**config.mk**
```make
export PLATFORM = sky130hd
export DESIGN_NAME = parking_gate_controller_flat
export DESIGN_NICKNAME = d
export VERILOG_FILES = /design/src/rtl/parking_gate_controller_if.sv /design/src/rtl/parking_gate_controller.sv /design/src/flat_wrapper.sv
export SDC_FILE = /design/constraint.sdc
export NUM_CORES = 1
export LEC_CHECK = 0
export BUFFER_PORTS_ARGS = -buffer_cell sky130_fd_sc_hd__buf_4
export CORE_AREA = 3 3 40 42
export DETAILED_ROUTE_END_ITERATION = 8
export DIE_AREA = 0 0 43 45
export PLACE_DENSITY_LB_ADDON = 0.2
export SLEW_MARGIN = 0
export SYNTH_ARGS = -nofsm -noshare
export SYNTH_HDL_FRONTEND = slang
export SYNTH_SLANG_ARGS = --single-unit
```
**constraint.sdc**
```tcl
create_clock -name Clk -period 2.7 [get_ports Clk]
set_input_delay 0.405 -clock Clk [delete_from_list [all_inputs] [get_ports Clk]]
set_output_delay 0.405 -clock Clk [all_outputs]
set_load 0.02 [all_outputs]
```
**src/rtl/parking_gate_controller_if.sv**
```systemverilog
`default_nettype none
// ============================================================================
// Module      : parking_gate_controller_if
// Description : Keypad/sensor inputs and actuator/alarm outputs of the
//               parking-lot entry gate, grouped as a single bundle.
// Revision    : 1.0 - initial release
// ============================================================================
interface parking_gate_controller_if;
  logic [7:0] Pin;
  logic       enterPin;
  logic       Vehiculo;
  logic       Termino;
  logic       Cerrado;
  logic       Abierto;
  logic       Alarma;
  logic       Bloqueo;

  // Side that drives the sensors/keypad and watches the gate drivers
  modport master (
    output Pin, enterPin, Vehiculo, Termino,
    input  Cerrado, Abierto, Alarma, Bloqueo
  );

  // Gate controller side
  modport slave (
    input  Pin, enterPin, Vehiculo, Termino,
    output Cerrado, Abierto, Alarma, Bloqueo
  );
endinterface
`default_nettype wire

```
**src/rtl/parking_gate_controller.sv**
```systemverilog
`default_nettype none
// ============================================================================
// Module      : parking_gate_controller
// Description : Moore FSM for a single-lane parking entry gate. Validates a
//               strobed PIN, opens on a match, raises an alarm after
//               MAX_TRIES consecutive wrong PINs and blocks on tailgating.
// Revision    : 1.0 - initial release
// ============================================================================
module parking_gate_controller #(
  parameter logic [7:0] PIN_OK    = 8'h26,
  parameter int         MAX_TRIES = 3
) (
  input  wire logic                    Clk,
  input  wire logic                    Reset,
  parking_gate_controller_if.slave     gate
);

  // Attempt counter is 2 bits wide, so MAX_TRIES is limited to 1..3
  localparam logic [1:0] c_MAX_TRIES = 2'(MAX_TRIES);

  typedef enum logic [2:0] {
    ESPERA  = 3'd0,
    VALIDAR = 3'd1,
    ABIERTO = 3'd2,
    ALARMA  = 3'd3,
    BLOQUEO = 3'd4
  } state_t;

  state_t     r_state;
  state_t     w_next_state;
  logic [1:0] r_intentos;
  logic [1:0] w_next_intentos;
  logic [1:0] w_intentos_inc;
  logic       w_pin_ok;
  logic       w_pin_bad;
  logic       w_cerrado;
  logic       w_abierto;
  logic       w_alarma;
  logic       w_bloqueo;

  assign w_pin_ok       = gate.enterPin && (gate.Pin == PIN_OK);
  assign w_pin_bad      = gate.enterPin && (gate.Pin != PIN_OK);
  assign w_intentos_inc = r_intentos + 2'd1;

  // State and wrong-attempt counter registers with synchronous active-low reset
  always_ff @(posedge Clk) begin
    if (!Reset) begin
      r_state    <= ESPERA;
      r_intentos <= 2'd0;
    end else begin
      r_state    <= w_next_state;
      r_intentos <= w_next_intentos;
    end
  end

  // Next-state and attempt-counter update
  always_comb begin
    w_next_state    = r_state;
    w_next_intentos = r_intentos;
    case (r_state)
      ESPERA: begin
        if (gate.Vehiculo) begin
          w_next_state = VALIDAR;
        end
      end
      VALIDAR: begin
        if (w_pin_ok) begin
          w_next_state    = ABIERTO;
          w_next_intentos = 2'd0;
        end else if (w_pin_bad) begin
          if (w_intentos_inc == c_MAX_TRIES) begin
            w_next_state    = ALARMA;
            w_next_intentos = 2'd0;
          end else begin
            w_next_intentos = w_intentos_inc;
          end
        end
      end
      ALARMA: begin
        // Counter was cleared on entry; only the correct PIN releases the gate
        if (w_pin_ok) begin
          w_next_state    = ABIERTO;
          w_next_intentos = 2'd0;
        end
      end
      ABIERTO: begin
        // A new vehicle arriving as the previous one clears is a tailgate
        if (gate.Vehiculo && gate.Termino) begin
          w_next_state = BLOQUEO;
        end else if (gate.Termino) begin
          w_next_state = ESPERA;
        end
      end
      BLOQUEO: begin
        if (w_pin_ok) begin
          w_next_state = ESPERA;
        end
      end
      default: begin
        // Unused encodings fall back to the safe closed/idle state
        w_next_state    = ESPERA;
        w_next_intentos = 2'd0;
      end
    endcase
  end

  // Moore output decode from the state register only
  always_comb begin
    w_cerrado = 1'b1;
    w_abierto = 1'b0;
    w_alarma  = 1'b0;
    w_bloqueo = 1'b0;
    case (r_state)
      ABIERTO: begin
        w_cerrado = 1'b0;
        w_abierto = 1'b1;
      end
      ALARMA: begin
        w_alarma  = 1'b1;
      end
      BLOQUEO: begin
        w_alarma  = 1'b1;
        w_bloqueo = 1'b1;
      end
      default: begin
        w_cerrado = 1'b1;
      end
    endcase
  end

  assign gate.Cerrado = w_cerrado;
  assign gate.Abierto = w_abierto;
  assign gate.Alarma  = w_alarma;
  assign gate.Bloqueo = w_bloqueo;

endmodule
`default_nettype wire

```
**src/flat_wrapper.sv**
```systemverilog
// flat-port wrapper written by rule: the top's interface ports become plain ports
module parking_gate_controller_flat 
#(
  parameter logic [7:0] PIN_OK    = 8'h26,
  parameter int         MAX_TRIES = 3
)
  (Clk, Reset, gate_Pin, gate_enterPin, gate_Vehiculo, gate_Termino, gate_Cerrado, gate_Abierto, gate_Alarma, gate_Bloqueo);
  parking_gate_controller_if gate_i ();
  input  wire logic Clk;
  input  wire logic Reset;
  input wire logic [$bits(gate_i.Pin)-1:0] gate_Pin;
  input wire logic [$bits(gate_i.enterPin)-1:0] gate_enterPin;
  input wire logic [$bits(gate_i.Vehiculo)-1:0] gate_Vehiculo;
  input wire logic [$bits(gate_i.Termino)-1:0] gate_Termino;
  output wire logic [$bits(gate_i.Cerrado)-1:0] gate_Cerrado;
  output wire logic [$bits(gate_i.Abierto)-1:0] gate_Abierto;
  output wire logic [$bits(gate_i.Alarma)-1:0] gate_Alarma;
  output wire logic [$bits(gate_i.Bloqueo)-1:0] gate_Bloqueo;
  assign gate_i.Pin = gate_Pin;
  assign gate_i.enterPin = gate_enterPin;
  assign gate_i.Vehiculo = gate_Vehiculo;
  assign gate_i.Termino = gate_Termino;
  assign gate_Cerrado = gate_i.Cerrado;
  assign gate_Abierto = gate_i.Abierto;
  assign gate_Alarma = gate_i.Alarma;
  assign gate_Bloqueo = gate_i.Bloqueo;
  parking_gate_controller #(.PIN_OK(PIN_OK), .MAX_TRIES(MAX_TRIES)) u_core (.Clk(Clk), .Reset(Reset), .gate(gate_i));
endmodule
```
Word level (Yosys, flattened, before mapping)
Index checks and enable logic that the tools add are counted.
W data, S select, Z words.
Word-level totals
  bits in registers: 5
  latch bits: 0
  memory bits (writable): 0
  memory bits (read-only): 0
  bits of input ports: 13
  output and inout bits: 4
  word-level logic and storage cells: 43
  memories kept: 0
Operators by class
  add/sub/neg operators: 1
  $mul: 0
  div/mod/pow operators: 0
  $lt $le $gt $ge: 0
  equal/unequal tests: 13
  shift operators: 0
  mux-type cells: 18
  bitwise operators: 1
  reduce and logical (&&, ||, !) cells: 8
Operator list (number)
  $mux W3: 8
  $pmux W3 S5: 1
  $eq A8 B6 Y1 const B: 1
  $mux W2: 4
  $ne A8 B6 Y1 const B: 1
  $eq A3 B2 Y1 const B: 2
  $ne A3 B1 Y1 const B: 2
  $pmux W2 S3: 1
  $reduce_and A6 Y1: 1
  $mux W1: 4
  $ne A2 B1 Y1 const B: 2
  $eq A3 B1 Y1 const B: 1
  $eq A3 B3 Y1 const B: 1
  $logic_and A1 B1 Y1: 3
  $logic_not A3 Y1: 1
  $ne A3 B2 Y1 const B: 1
  $reduce_and A3 Y1: 1
  $reduce_or A3 Y1: 1
  $add A2 B1 Y2 const B: 1
  $eq A2 B2 Y1 const B: 1
  $ne A2 B2 Y1 const B: 1
  $reduce_or A2 Y1: 1
  $not A1 Y1: 1

Logic depth before layout (Yosys ltp)
  depth after elaboration: 6
  mapped depth: 5
  mapped depth without buffers: 4

Worst setup path before layout
Ideal clock, no wire load.
  path kind: register -> output
  start point: reg u_core.r_state[0]
  end point: out gate_Alarma
  arrival: 1.075 ns
  data required time: 2.295 ns
  path slack: 1.220 ns
  stages on the path, launching flop included: 4
  path buffers: 1
  path through: dfxtp_1 > buf_6 > nor3b_2 > nand2b_1
Between the ends
  cells in the longest elaborated chain, start to end: 3
  elaborated cells on any way between the ends: 4
  classes of those cells: eq/ne (2); mux (1); reduce/logical (1)
Ends and longest elaborated chain
  from (decl): RTL line parking_gate_controller.sv:29  | state_t r_state;
  from (signal assigned): RTL line parking_gate_controller.sv:51  | r_state <= w_next_state;
  $eq A3 B2 Y1 or $eq A3 B3 Y1 (tied branches): RTL line parking_gate_controller.sv:113  | case (r_state)
  $reduce_or A2 Y1 (no line) (*)
  $mux W1 (*): RTL line parking_gate_controller.sv:113
  to (decl): RTL line flat_wrapper.sv:17  | output wire logic [$bits(gate_i.Alarma)-1:0] gate_Alarma;
Mark *: on every way between the ends. The rest lies on a longest branch, timed or not.

Worst setup path after layout
  start point: reg u_core.r_state[1]
  end point: out gate_Cerrado
Between the ends
  cells in the longest elaborated chain, start to end: 2
Ends and longest elaborated chain
  $eq A3 B2 Y1: RTL line parking_gate_controller.sv:113
  $mux W1: RTL line parking_gate_controller.sv:113
  to (decl): RTL line flat_wrapper.sv:15  | output wire logic [$bits(gate_i.Cerrado)-1:0] gate_Cerrado;
No other way between the ends.

==> key figures <==
Run status
  • Status: completed

Synthesis
  • Syn avg cell area: 9.356 um^2
  • Mapped Area: 411.6 um^2
  • Synthesized instance count: 44
  • Mapped Nets: 57
  • Ys Warns: 0
  • Distinct cell type count after synthesis: 23
  • Number of synthesized register bits: 5
  • Sequential fraction of the synthesis area: 24.32%

Die
  • CORE AREA: 1285 um^2
  • Num rows: 13
  • Die width: 43 um
  • Top-level port count: 17
  • Die height: 45 um
  • Initial core utilization: 32.04%
  • Die ar.: 1935 um^2

Power and ir drop
  • Power per cell area: 670.5 nW/um^2
  • Pleak: 0.2371 nW
  • Peak supply drop: 0.3241 mV

Routing
  • Wire per inst: 10.58 um
  • Vias: 372
  • Via density: 4.895
  • DRT iter0 DRCs: 2
  • Post-detailed-route count of antenna-violating nets: 0
  • Routed WL: 804 um
  • DRC: 0
  • DRT Pass-1 Iters: 2

STA
  • Least-Margin Pin Slew: 0.4077 ns
  • RSZ-0062 raised after global routing: no
  • Setup TNS Final: 0 ns
  • Slew Limit Fails: 0
  • Slew headroom: 72.78%
  • Fmax: 584.8 MHz
  • Final WS setup: 0.9899 ns
  • Setup Skew: 0.001675 ns
  • Fin. Hold Viols: 0
  • Fin crit share: 63.34%
  • Tmin final: 1.710 ns
  • Final setup viols: 0

Cells and area
  • Area Overhead vs Synth: 31.91%
  • Fin util: 42.26%
  • Non-filler cells, final: 76
  • Layout cells sized above 1: 42.62%
  • Final nets: 75
  • Area of the multi-input gates: 270.3 um^2
  • Fill count: 137
  • FF+latch area: 100.1 um^2
  • N_diodes: 0

Clock tree
  • CTS clk-pin slew, worst paths: 0.04 ns
  • Worst-skew pair later-pin latency: 0.24 ns
  • Htree depth: 1
  • Inserted Clock Buffers: 3
  • Cts repair resizes: 0
  • CTS tree: yes
  • CTS Sinks: 5
  • CTS Hold Bufs: 0
  • CTS root buf: clkbuf_4
  • Worst-case clock buffer depth: 2
  • Post-CTS setup buffers: 0

Global routing
  • Met2 usage: 14.67%
  • Top Usage Layer GRT: met2
  • Initial antenna violation count: 0
  • Routing usage on met1: 12.05%
  • Met3 Use GR: 5.976%
  • Largest net degree at the start of global routing: 12
  • Total grt overflow: 0
  • First-pass GRT wire length: 1380 um
  • GRT Util Overall: 9.492%
  • Vias in the first global route: 359

Job
  • Max-capacitance violation count: 0

Setup path
  • Crit Path Max Fanout: 11
  • Critical Path RT: 2.30 ns
  • Setup Crit Path Kind: reg2out
  • Worst setup SP type: flop
  • Critical Path AT: 1.31 ns
  • Crit end category: output pin

Hold path
  • HP Class: in2reg

Placed design
  • GP Congestion: 0.6920
  • PortBufs: 16
  • HPWL Detailed: 646.1 um
  • Placed cell count: 72
  • Pre-CTS setup slack: 1.242 ns
## metal layers
layer,wire (um),vias up,part of all wire [%]
li1,-,198,-
met1,409,159,51
met4,0,0,0
met5,0,-,0
met2,325,15,40
met3,68,0,8.5
## cells in the mapped netlist, drive strengths merged
cell type	number	area share, %
nand2	3	2.7
o22ai	1	1.5
nor3b	6	15
o2bb2ai	1	3.6
o21ai	1	1.2
nor2	1	0.91
dfxtp	5	24
nor2b	1	1.5
nand2b	2	3.0
nand4b	1	3.6
o21bai	1	2.7
nand4	1	1.5
a21oi	1	1.2
mux2i	3	7.3
buf	3	8.2
and4bb	1	3.0
nand3	2	2.4
nand3b	3	5.5
a21boi	2	3.6
o211ai	3	5.5
inv	2	1.8
## logic make-up (layout without fill, tap and decap cells)
logic type,Yosys count,in the layout,synth area share (%)
buf+inv,5,22,10.03
mux,3,3,7.295
simple gates,21,21,38.90
flops,5,5,24.32
compound gates,10,10,19.45
## metrics by stage
step                      power, mW  area, um^2  hold WS, ns
after floorplan              0.2549       411.6       0.4683
after global placement       0.2821       516.7       0.5033
after detailed placement     0.2793       516.7       0.4879
after CTS                    0.3689       543.0       0.4292
after global routing         0.3922       543.0       0.4407
final                        0.3641       543.0       0.4361
## cell type report
type | count | share of cell area [%]
clock buffer | 4 | 4.839
inverter | 2 | 1.382
multi-input combinational | 34 | 49.77
sequential | 5 | 18.43
tap | 15 | 3.456
timing repair buffer | 16 | 22.12
## state kept, by name, summed over array words and instances, names as in the netlist
name	flops
u_core.r_intentos	2
u_core.r_state	3
## critical path: stages, from the launching register on
cell and delay (ns):
dfxtp_1 0.56, nor3b_2 0.29, inv_2 0.05, buf_4 0.15
## layout by cell type (no fill, tap or decap), drive strengths merged
cell type / n
o22ai: 1
nor2b: 1
a21oi: 1
clkbuf: 4
a21boi: 2
nand4b: 1
nor3b: 6
inv: 2
nand3b: 3
o21bai: 1
nor2: 1
o211ai: 3
mux2i: 3
nand2: 3
o2bb2ai: 1
dfxtp: 5
and4bb: 1
nand4: 1
o21ai: 1
nand2b: 2
nand3: 2
buf: 16
## where the power goes
part           switching, mW  internal [mW]
sequential            0.0381         0.0906
clock                 0.0305         0.0559
combinational         0.0682         0.0809
total                  0.137          0.227
## worst paths after layout
kind	from	end	slack (ns)	cells past startpoint
setup reg to reg	u_core.r_state[1]$_SDFFE_PN0P_	u_core.r_state[0]$_SDFFE_PN0P_	1.32	4
hold / removal	gate_Termino	u_core.r_state[2]$_SDFFE_PN0P_	0.44	3
hold reg to reg	u_core.r_intentos[0]$_SDFFE_PN0P_	u_core.r_intentos[1]$_SDFFE_PN0P_	0.49	2
setup / recovery	u_core.r_state[1]$_SDFFE_PN0P_	gate_Cerrado	0.99	3
Power figures use the tool's default switching activity.
